## src/rtl/cordic_pkg.sv

```systemverilog
// Shared constants and state encoding for the CORDIC sin/cos core.
// All angles and vector components are signed Q2.30.
package cordic_pkg;

    localparam int unsigned ITER_DEFAULT = 24;

    localparam logic [31:0] K_INIT    = 32'h26DD_3B6A;
    localparam logic [31:0] ANGLE_MAX = 32'h6487_ED51;
    localparam logic [31:0] ANGLE_MIN = 32'h9B78_12AF;
    localparam logic [31:0] QNAN      = 32'h7FC0_0000;

    // atan(2^-i) in Q2.30, i = 0..30
    localparam logic [31:0] ATAN_TABLE [0:30] = '{
        32'h3243_F6A9, 32'h1DAC_6705, 32'h0FAD_BAFC, 32'h07F5_6EA6,
        32'h03FE_AB76, 32'h01FF_D55B, 32'h00FF_FAAA, 32'h007F_FF55,
        32'h003F_FFEA, 32'h001F_FFFD, 32'h000F_FFFF, 32'h0007_FFFF,
        32'h0003_FFFF, 32'h0001_FFFF, 32'h0000_FFFF, 32'h0000_7FFF,
        32'h0000_3FFF, 32'h0000_1FFF, 32'h0000_0FFF, 32'h0000_07FF,
        32'h0000_03FF, 32'h0000_01FF, 32'h0000_00FF, 32'h0000_007F,
        32'h0000_003F, 32'h0000_001F, 32'h0000_000F, 32'h0000_0008,
        32'h0000_0004, 32'h0000_0002, 32'h0000_0001
    };

    typedef enum logic [1:0] {IDLE, ROTATE, CONVERT, DONE} state_t;

endpackage

```

## src/rtl/fix2float_q30.sv

```systemverilog
// Combinational signed Q2.30 to IEEE754 single conversion.
// Mantissa is truncated (round toward zero); zero maps to +0.0.
module fix2float_q30 (
    input  logic [31:0] value,
    output logic [31:0] result
);

    logic        sign;
    logic [31:0] mag;
    logic [31:0] norm;
    logic [4:0]  p;

    always_comb begin
        sign = value[31];
        mag  = sign ? (~value + 32'd1) : value;
        p    = '0;
        for (int unsigned i = 0; i < 32; i++) begin
            if (mag[i]) p = i[4:0];
        end
        norm = mag << (5'd31 - p);
        // exponent = 127 + p - 30
        if (mag == '0) result = '0;
        else           result = {sign, 8'd97 + {3'b000, p}, norm[30:8]};
    end

endmodule

```

## src/rtl/cordic_sincos_f32.sv

```systemverilog
// Iterative CORDIC rotation core: one micro-rotation per clock, then a
// single-cycle fixed-to-float conversion of x (cos) and y (sin).
module cordic_sincos_f32
    import cordic_pkg::*;
#(
    parameter int unsigned ITER = ITER_DEFAULT,
    parameter int unsigned W    = 32
) (
    input  logic         clk,
    input  logic         rst,
    input  logic         start,
    input  logic [31:0]  angle,
    output logic         busy,
    output logic         done,
    output logic [31:0]  sin_out,
    output logic [31:0]  cos_out,
    output logic         range_err
);

    state_t               state;
    logic signed [W-1:0]  x, y, z;
    logic signed [W-1:0]  x_sh, y_sh, atan_i;
    logic [4:0]           iter;
    logic [31:0]          x_f, y_f;

    assign x_sh   = x >>> iter;
    assign y_sh   = y >>> iter;
    assign atan_i = ATAN_TABLE[iter];

    fix2float_q30 u_cos (.value(x), .result(x_f));
    fix2float_q30 u_sin (.value(y), .result(y_f));

    always_ff @(posedge clk or posedge rst) begin
        if (rst) begin
            state     <= IDLE;
            busy      <= 1'b0;
            done      <= 1'b0;
            range_err <= 1'b0;
            sin_out   <= '0;
            cos_out   <= '0;
            x         <= '0;
            y         <= '0;
            z         <= '0;
            iter      <= '0;
        end else begin
            case (state)
                IDLE: begin
                    if (start) begin
                        if ($signed(angle) > $signed(ANGLE_MAX) ||
                            $signed(angle) < $signed(ANGLE_MIN)) begin
                            sin_out   <= QNAN;
                            cos_out   <= QNAN;
                            range_err <= 1'b1;
                            done      <= 1'b1;
                            state     <= DONE;
                        end else begin
                            x         <= K_INIT;
                            y         <= '0;
                            z         <= angle;
                            iter      <= '0;
                            range_err <= 1'b0;
                            busy      <= 1'b1;
                            state     <= ROTATE;
                        end
                    end
                end
                ROTATE: begin
                    // rotate toward z = 0: positive residual turns counter-clockwise
                    if (!z[W-1]) begin
                        x <= x - y_sh;
                        y <= y + x_sh;
                        z <= z - atan_i;
                    end else begin
                        x <= x + y_sh;
                        y <= y - x_sh;
                        z <= z + atan_i;
                    end
                    iter <= iter + 5'd1;
                    if (iter == 5'(ITER - 1)) state <= CONVERT;
                end
                CONVERT: begin
                    sin_out <= y_f;
                    cos_out <= x_f;
                    busy    <= 1'b0;
                    done    <= 1'b1;
                    state   <= DONE;
                end
                DONE: begin
                    done  <= 1'b0;
                    state <= IDLE;
                end
                default: state <= IDLE;
            endcase
        end
    end

endmodule

```

## config.mk

```make
export PLATFORM = sky130hd
export DESIGN_NAME = cordic_sincos_f32
export DESIGN_NICKNAME = d
export VERILOG_FILES = /design/src/rtl/cordic_pkg.sv /design/src/rtl/fix2float_q30.sv /design/src/rtl/cordic_sincos_f32.sv
export SDC_FILE = /design/constraint.sdc
export NUM_CORES = 1
export LEC_CHECK = 0
export ABC_AREA = 1
export CORE_MARGIN = 4
export CORE_UTILIZATION = 30
export DETAILED_ROUTE_END_ITERATION = 16
export DONT_BUFFER_PORTS = 1
export GPL_ROUTABILITY_DRIVEN = 0
export PLACE_DENSITY = 0.47
export SYNTH_ARGS = -nofsm -noshare
export SYNTH_HDL_FRONTEND = slang
export SYNTH_SLANG_ARGS = --single-unit
```

## constraint.sdc

```tcl
create_clock -name clk -period 6.4 [get_ports clk]
set_clock_uncertainty 0.05 [all_clocks]
set_input_delay 0.64 -clock clk [delete_from_list [all_inputs] [get_ports clk]]
set_output_delay 0.64 -clock clk [all_outputs]
set_load 0.02 [all_outputs]
```

==> results.cfg <==
[status]
status = finished clean

[routing]
drc = 0
drt-wirelength-per-cell_um = 18.3
wl_um = 79200
num_vias = 22400
drtIter0Drc = 1575
vias_per_cell = 5.17
drt_pre_antenna_iters = 7
drtAntennaViolNets = 0

[setup_path]
setup.worst_path.end_class = flip-flop
path_max_fanout = 50
r2r_end = y[30]$_DFFE_PP0P_
crit_slowest_cell = dfrtp_4
required_ns = 6.68
max_stage_delay_ns = 0.55
worstReg2RegStart = iter[0]$_DFFE_PP0P_
arrival_ns = 6.10
crit_top_cell = nand2_1
cp-start-kind = flip-flop
rr_worst_depth = 41
rrSetupSlack_ns = 0.58
path_class = reg -> reg

[sta]
drv_slew = 0
hold_violations = 0
finalSetupViolCount = 0
rsz0062_at_grt = yes
worst_slack_ns = 0.582
fmax_mhz = 172
min_period_ns = 5.82
slew_headroom_pct = 27.7
fin_setup_tns_ns = 0
finalCritPeriodShare_pct = 90.9
worst_pin_slew_ns = 1.07

[min_path]
hold_path_end = z[15]$_DFFE_PP0P_
hold_start = angle[15]
hold_class = in -> reg
holdPathStages = 2

[synthesis]
ys_ff_latch = 170
synth_ff_type = dfrtp_1
ys_types = 67
synth-edff-count = 0
synth_warnings = 0
syn_nets = 3557
synthesis.instances = 3407
netlist_area_sq_mm = 0.0212
post_synth.cell_area_avg_sq_um = 6.22
yosysSeqAreaShare_pct = 20.1
async_flop_share_pct = 100

[global_routing]
antenna_found_initial = 2
grt_pass1_vias = 21500
grt_max_degree = 84
grt_usage_pct = 20.8
grt.overflow.total = 0
grt_pass1_wl_um = 123000

[floorplan]
die-area_sq_mm = 0.0750
std_cell_rows = 97
io_pins = 102
die-width_um = 274
die_h_um = 274
initial_utilization_pct = 30.3
coreArea_sq_mm = 0.0700

[final_layout]
nFillCells = 7959
antenna_cells = 0
utilization_pct = 33.1
final_area_sq_mm = 0.0232
final_nets = 3523
syn2layout_area_growth_pct = 9.30
drive_gt1_share_pct = 8.15

[placement]
port_buffers = 0
post-place-ws_ns = 0.0445
placed_area_sq_mm = 0.0224
dpl.hpwl_um = 61800

[clock_network]
ctsHtreeMaxLevel = 4
cts_sinks = 170
cts_tree = yes
clk_latency_ns = 0.51
cts_root_buffer = clkbuf_16
path_clk_slew_ns = 0.08
cts_buffers = 17
clk_path_buf_depth = 2

[job]
maxCapViolCount = 0
==> worst max path at each step <==
stage / startpoint / to / slack (ns) / depth (start not counted)
detailed placement: iter[0]$_DFFE_PP0P_ / x[30]$_DFFE_PP0P_ / 0.04 / 32
global placement: iter[0]$_DFFE_PP0P_ / x[30]$_DFFE_PP0P_ / 0.20 / 32
floorplan: iter[2]$_DFFE_PP0P_ / z[31]$_DFFE_PP0P_ / 0.85 / 35
finish: iter[0]$_DFFE_PP0P_ / y[30]$_DFFE_PP0P_ / 0.58 / 41
CTS: iter[0]$_DFFE_PP0P_ / x[30]$_DFFE_PP0P_ / 0.02 / 31
global route: iter[0]$_DFFE_PP0P_ / y[30]$_DFFE_PP0P_ / -0.02 / 43
==> logic make-up (layout without fill, tap and decap cells) <==
| family | after synthesis | after routing | share of synthesized area [%] |
|---|---|---|---|
| AND/OR/NAND/NOR | 1664 | 1664 | 33.7 |
| AO/OA/AOI/OAI | 721 | 721 | 19.4 |
| buffers and inverters | 496 | 475 | 9.63 |
| adder cells (fa/ha/maj) | 115 | 115 | 6.89 |
| XOR/XNOR | 195 | 195 | 8.16 |
| flip-flops | 170 | 170 | 20.1 |
| multiplexers | 46 | 46 | 2.17 |
==> synth_stat cells (5+ instances only) <==
master    count  area, sq um
clkbuf_1     75          282
xor2_1      128         1120
a21boi_0      6         45.0
o221ai_1     11         96.3
nand3b_1      5         37.5
nor2_1      210          788
nor2_2       15         93.8
o31ai_1       6         45.0
a21oi_1     213         1070
o211ai_2      6         75.1
a31oi_1      26          163
or2_2        25          156
dfrtp_1     170         4250
inv_2        30          113
buf_6        14          158
nand2_1     982         3690
inv_1       311         1170
buf_1        20         75.1
o21ai_1      86          430
nand3_1     338         1690
nand4_1      17          106
a32oi_1      14          123
o21ai_0     229         1150
buf_2        34          170
nor3_1       22          110
o22ai_1      53          332
mux2i_1      46          460
nor3_2        7         70.1
a22oi_1       7         52.6
xnor2_1      64          561
o211ai_1     33          248
nor2_4        6         67.6
nor4_1       12         75.1
nand2_2       7         43.8
ha_1        112         1400
buf_4         8         60.1
==> registers in the layout (all words and copies together) (netlist names) <==
register and count:
iter 5, x 32, y 32, range_err 1
busy 1, cos_out 32, sin_out 32, done 1
state 2, z 32
==> area by class of cell <==
class,instances,area [sq um],share of cell area [%]
repair buffers,98,828,3.57
well taps,940,1180,5.08
inverters,345,1310,5.63
multi-input cells,2741,15000,64.8
clock buffers,17,425,1.84
clock inverters,15,175,0.756
flip-flops and latches,170,4260,18.4
==> cells in the final DEF (no fill, tap or decap), drive strengths merged, types with 8 or more instances in the layout <==
cell type and instances:
nand2 992, inv 349, nand3 340, o21ai 319, nor2 231, a21oi 213
dfrtp 170, xor2 131, ha 112, buf 97, xnor2 64, o22ai 54
mux2i 46, o211ai 39, nor3 30, or2 26, a31oi 26, nand4 20
clkbuf 17, a32oi 15, nor4 12, o221ai 11, clkinv 10, a22oi 8
nand3b 8, o31ai 8
==> timing repair <==
item	in CTS	in global routing
setup buffers	0	7
resized for setup	0	60
setup endpoints to repair	0	22
hold buffers	1	0
endpoints found under the hold margin	72	0
==> routing by layer <==
layer | track usage [%] | wire length [um] | vias to the layer above
met5 | 0 | 0 | -
met4 | 6.85 | 2240 | 0
met3 | 2.61 | 3380 | 104
met2 | 33.6 | 35600 | 556
met1 | 28.8 | 38000 | 10400
li1 | - | - | 11300
==> metrics by stage <==
step	hold WS, ns	instances
after floorplan	0.405	3407
after global placement	0.427	4286
after detailed placement	0.425	4286
after CTS	0.192	4319
after global routing	0.213	4326
final	0.227	4326
==> critical path, delay by kind of cell, from the launching register on <==
kind / cells / cell delay [ns]
adders and majority gates: 2 / 0.70
AOI/OAI and AO/OA: 5 / 0.75
muxes: 3 / 0.57
DFF: 1 / 0.55
and+or+nand+nor: 27 / 2.52
xor gates and xnor gates: 1 / 0.11
buffers and inverters: 3 / 0.33
Power is left out: the tool's default activity adds up to more than one toggle a clock period on the data nets, which glitch-free logic cannot reach.
